$ cat config.mk
export PLATFORM = sky130hd
export DESIGN_NAME = gpio_rx_deframer
export DESIGN_NICKNAME = d
export VERILOG_FILES = /design/src/rtl/gpio_rx_deframer.sv
export SDC_FILE = /design/constraint.sdc
export NUM_CORES = 1
export LEC_CHECK = 0
export BUFFER_PORTS_ARGS = -buffer_cell sky130_fd_sc_hd__buf_2
export CORE_MARGIN = 8
export CORE_UTILIZATION = 50
export DETAILED_ROUTE_END_ITERATION = 7
export PLACE_DENSITY = 0.73
export SYNTH_ARGS = -nofsm -noshare
export SYNTH_HDL_FRONTEND = slang
export SYNTH_SLANG_ARGS = --single-unit
$ cat constraint.sdc
create_clock -name rclk -period 2.7 [get_ports rclk]
set_input_delay 0.135 -clock rclk [delete_from_list [all_inputs] [get_ports rclk]]
set_output_delay 0.135 -clock rclk [all_outputs]
set_load 0.02 [all_outputs]
$ cat src/rtl/gpio_rx_deframer.sv
// rtl/gpio_rx_deframer.sv - serial GPIO receive deframer with parity/framing checks and 2-entry output buffer
module gpio_rx_deframer #(
  parameter int SYNC_STAGES = 2,
  parameter int BUF_DEPTH   = 2
) (
  input  logic       rclk,
  input  logic       rrst_n,
  input  logic       enable,
  input  logic       gpio_in,
  output logic [7:0] rx_data,
  output logic       rx_valid,
  input  logic       rx_ready,
  output logic       parity_err,
  output logic       frame_err,
  output logic       overflow,
  input  logic       clr_status,
  output logic [7:0] err_count,
  output logic       busy
);

  typedef enum logic [1:0] {
    IDLE   = 2'd0,
    DATA   = 2'd1,
    PARITY = 2'd2,
    STOP   = 2'd3
  } state_t;

  localparam logic [1:0] FULL_OCC = 2'(BUF_DEPTH);

  logic [SYNC_STAGES-1:0] sync_q;
  logic                   s;

  state_t state_q, state_d;
  logic [2:0] bitcnt_q;
  logic [7:0] shreg_q;
  logic       par_q;

  logic       shift_en, par_en, stop_en;
  logic       par_ok;

  // Frame outcome, registered at the STOP edge and consumed one edge later
  logic       push_q, perr_q, ferr_q;
  logic [7:0] byte_q;

  logic [7:0] tail_data_q;
  logic       tail_valid_q;
  logic [1:0] occ;
  logic       full, pop, drop, err_evt;

  assign s = sync_q[SYNC_STAGES-1];

  // Input synchronizer; the pin is asynchronous to rclk
  always_ff @(posedge rclk or negedge rrst_n) begin
    if (!rrst_n) begin
      sync_q <= '0;
    end else begin
      sync_q <= {sync_q[SYNC_STAGES-2:0], gpio_in};
    end
  end

  // FSM state register
  always_ff @(posedge rclk or negedge rrst_n) begin
    if (!rrst_n) begin
      state_q <= IDLE;
    end else begin
      state_q <= state_d;
    end
  end

  // FSM next-state: disabling the receiver abandons any partial frame
  always_comb begin
    state_d = state_q;
    if (!enable) begin
      state_d = IDLE;
    end else begin
      case (state_q)
        IDLE:    if (s) state_d = DATA;
        DATA:    if (bitcnt_q == 3'd7) state_d = PARITY;
        PARITY:  state_d = STOP;
        STOP:    state_d = IDLE;
        default: state_d = IDLE;
      endcase
    end
  end

  // FSM outputs: datapath strobes, all suppressed while disabled
  always_comb begin
    busy     = (state_q != IDLE);
    shift_en = enable && (state_q == DATA);
    par_en   = enable && (state_q == PARITY);
    stop_en  = enable && (state_q == STOP);
  end

  // Bit counter and shift register; MSB arrives first so D7 lands in bit 7
  always_ff @(posedge rclk or negedge rrst_n) begin
    if (!rrst_n) begin
      bitcnt_q <= 3'd0;
      shreg_q  <= 8'd0;
      par_q    <= 1'b0;
    end else begin
      if (state_q == IDLE) begin
        bitcnt_q <= 3'd0;
      end else if (shift_en) begin
        bitcnt_q <= bitcnt_q + 3'd1;
      end
      if (shift_en) begin
        shreg_q <= {shreg_q[6:0], s};
      end
      if (par_en) begin
        par_q <= s;
      end
    end
  end

  assign par_ok = ~^{shreg_q, par_q};

  // Stop-bit evaluation; a high stop bit outranks a parity error
  always_ff @(posedge rclk or negedge rrst_n) begin
    if (!rrst_n) begin
      push_q <= 1'b0;
      perr_q <= 1'b0;
      ferr_q <= 1'b0;
      byte_q <= 8'd0;
    end else begin
      push_q <= stop_en && !s && par_ok;
      perr_q <= stop_en && !s && !par_ok;
      ferr_q <= stop_en && s;
      if (stop_en) begin
        byte_q <= shreg_q;
      end
    end
  end

  // Error pulses, one cycle each
  always_ff @(posedge rclk or negedge rrst_n) begin
    if (!rrst_n) begin
      parity_err <= 1'b0;
      frame_err  <= 1'b0;
    end else begin
      parity_err <= perr_q;
      frame_err  <= ferr_q;
    end
  end

  assign occ     = {1'b0, rx_valid} + {1'b0, tail_valid_q};
  assign full    = (occ == FULL_OCC);
  assign pop     = rx_valid && rx_ready;
  assign drop    = push_q && full && !pop;
  assign err_evt = perr_q || ferr_q;

  // Output buffer: rx_data/rx_valid is the head register, tail holds the second entry
  always_ff @(posedge rclk or negedge rrst_n) begin
    if (!rrst_n) begin
      rx_data      <= 8'd0;
      rx_valid     <= 1'b0;
      tail_data_q  <= 8'd0;
      tail_valid_q <= 1'b0;
    end else begin
      case ({pop, push_q})
        2'b11: begin
          if (tail_valid_q) begin
            rx_data     <= tail_data_q;
            tail_data_q <= byte_q;
          end else begin
            rx_data <= byte_q;
          end
        end
        2'b10: begin
          rx_valid     <= tail_valid_q;
          if (tail_valid_q) begin
            rx_data <= tail_data_q;
          end
          tail_valid_q <= 1'b0;
        end
        2'b01: begin
          if (!rx_valid) begin
            rx_data  <= byte_q;
            rx_valid <= 1'b1;
          end else if (!tail_valid_q) begin
            tail_data_q  <= byte_q;
            tail_valid_q <= 1'b1;
          end
        end
        default: begin
        end
      endcase
    end
  end

  // Sticky overflow; a drop coinciding with clr_status still leaves it set
  always_ff @(posedge rclk or negedge rrst_n) begin
    if (!rrst_n) begin
      overflow <= 1'b0;
    end else if (clr_status) begin
      overflow <= drop;
    end else if (drop) begin
      overflow <= 1'b1;
    end
  end

  // Saturating error counter; an error coinciding with clr_status counts as 1
  always_ff @(posedge rclk or negedge rrst_n) begin
    if (!rrst_n) begin
      err_count <= 8'd0;
    end else if (clr_status) begin
      err_count <= err_evt ? 8'd1 : 8'd0;
    end else if (err_evt && (err_count != 8'hFF)) begin
      err_count <= err_count + 8'd1;
    end
  end

endmodule

==> flow_summary.toml <==
[run_status]
status = "finished clean"

[layout]
design_area_um2 = 3000
antenna_cells = 0
syn_to_final_growth_pct = 11.3
nNetsFinal = 273
drive_gt1_share_pct = 26.7

[sta]
fmax_ghz = 0.480
relSlewSlack_pct = 35.7
clock_skew_ps = 6.63
drv_slew = 0
tns_ps = 0
fin_crit_ps = 2080
final-hold-violation-count = 0
post-route-period-util_pct = 77.2
rsz0062_at_grt = "false"
worst_slack_ps = 616
tightest_slew_ps = 957
setup_violations = 0

[cts]
postCtsHoldBufs = 2
cts_max_level = 2
ctsResizeCount = 0
cts_tree = "built"
cts_setup_buffers = 0
cts_root_buf = "clkbuf_8"
clk_pin_slew_ps = 100
clock_sink_count = 56
insertion_delay_ps = 310
cts_max_path_buffers = 2
cts_buffers = 5

[critical_path]
r2r_cells = 7
cpPeakStageDelay_ps = 730
r2r_setup_slack_ps = 620
r2r-end = "rx_data[4]"
path_buf_inv = 2
r2r_start = "rx_valid"
slowest_stage = "o21ai_1"
cp_data_required_time_ps = 2910
path_depth = 7
cp_data_arrival_time_ps = 2300
cp_common_cell = "inv_1"
cp_cell_sequence = "nand2_1 > inv_1 > ha_1 > inv_1 > o21ai_1 > a211oi_1 > a21o_1"
cp_max_fo = 16
path_class = "flop to flop"
crit_family = "compound AO/OA/AOI/OAI gates"
cp-start-kind = "flop"
critPathCaptureType = "flop"

[floorplanning]
die_height_um = 89.4
dieArea_um2 = 8000
io_pins = 27
row_count = 26
core_um2 = 5140
start_util_pct = 52.4
die_w_um = 89.4

[logic_synthesis]
ys_seq_elements = 56
synth.cell_area_um2 = 2700
synth_area_leader_cell = "dfrtp_1"
syn_avg_cell_area_um2 = 11.9
yosysUniqueCellTypes = 39
synthTopCellsByArea = "dfrtp_1, mux2_2, ha_1"
synth_nets = 245
ys_warn_count = 0
yosysTopAreaCellShare_pct = 52.0
ys_top_cells_by_count = "dfrtp_1, mux2_2, nand2_1"
synthCells = 226
synth_edf_count = 0
synth_async_sr_flop_share_pct = 100
ys_seq_area_share_pct = 52.0
yosysMostFrequentCell = "dfrtp_1"
ys_dominant_reg_cell = "dfrtp_1"

[place]
dp_hpwl_mm = 3.28
dpl_cell_area_um2 = 2890
pre_cts_ws_ps = 613
portBuffers = 26
place.gp.congestion = 0.835

[drt]
dr.pass1.iters = 4
antenna_left = 0
drtIter0Drc = 81
wl_per_cell_um = 13.9
drcViolationCount = 0
routed_via_density = 5.41
wirelength_mm = 4.53
vias = 1759

[global_route]
antenna_found_initial = 0
grt_pass1_wl_mm = 7.63
gr-total-overflow = 0
grt_max_degree = 33
grt_pass1_vias = 1667
grt.total_usage_pct = 12.4

[power]
max-vdd-ir-drop_uv = 386
leakage_nw = 1.42
power_per_cell_area_nw_per_um2 = 795

[job]
cap_violations = 0

[min_path]
min_to = "err_count[1]"
min_from = "clr_status"
hold_path_depth = 2
hold_path.class = "input port to flop"
[final cells by class]
cell class              count  area [um^2]
fillers                   487         2140
flip-flops and latches     56         1400
multi-input cells         153         1220
repair buffers             30          165
well taps                  70         87.6
clock buffers               6         82.6
inverters                   8         30.0
clock inverters             2         10.0
[layer usage]
layer | vias to the layer above | global-route usage [%] | share of wire (%)
met5 | - | 0 | 0
met4 | 0 | 5.14 | 1.5
met3 | 7 | 3.95 | 4.4
met1 | 853 | 15.2 | 48
met2 | 23 | 19.5 | 46
li1 | 876 | - | -
[sequential cells by signal, summed over array words and instances (netlist names), 2 cells and up]
register,flops
bitcnt_q,3
byte_q,8
err_count,8
rx_data,8
shreg_q,8
state_q,2
sync_q,2
tail_data_q,8
[worst max path at each step]
stage | end | startpoint
floorplan | rx_data[1] | rx_valid
global placement | rx_data[1] | rx_valid
detailed placement | rx_data[0] | rx_valid
CTS | rx_data[0] | rx_valid
global route | rx_data[0] | rx_valid
finish | rx_data[4] | rx_valid
[metrics by stage]
stage	std cells	power (mW)	util [%]	hold slack, ps
6_report	325	2.39	58.4	108
5_1_grt	325	2.55	58.4	107
4_1_cts	325	2.42	58.4	107
3_5_place_dp	315	1.95	56.2	230
3_3_place_gp	315	1.93	56.2	226
2_1_floorplan	226	1.76	-	-161
[cell usage in the layout, fill, tap and decap left out, drive strengths merged, types with 9 or more instances in the layout]
| master | synthesis | layout |
|---|---|---|
| mux2i | 9 | 9 |
| dfrtp | 56 | 56 |
| nor2 | 9 | 9 |
| a21oi | 9 | 9 |
| buf | 7 | 28 |
| ha | 13 | 13 |
| nand2 | 15 | 15 |
| o21ai | 9 | 9 |
| mux2 | 27 | 27 |
[where the power goes]
| group | total [mW] | internal (mW) | switching, mW |
|---|---|---|---|
| sequential | 1.17 | 1.02 | 0.151 |
| clock | 0.465 | 0.205 | 0.259 |
| combinational | 0.753 | 0.408 | 0.345 |
| total | 2.39 | 1.63 | 0.755 |
[logic make-up (layout without fill, tap and decap cells)]
| kind of cell | count (synthesis) | in the layout | synth area share [%] |
|---|---|---|---|
| flip-flops | 56 | 56 | 52.0 |
| AND/OR/NAND/NOR | 48 | 48 | 9.29 |
| AO/OA/AOI/OAI | 45 | 45 | 11.4 |
| multiplexers | 36 | 36 | 14.6 |
| buffers and inverters | 17 | 46 | 2.60 |
| adder cells (fa/ha/maj) | 13 | 13 | 6.04 |
| XOR/XNOR | 11 | 11 | 4.09 |
No activity file was read; power rests on OpenSTA's default activity.
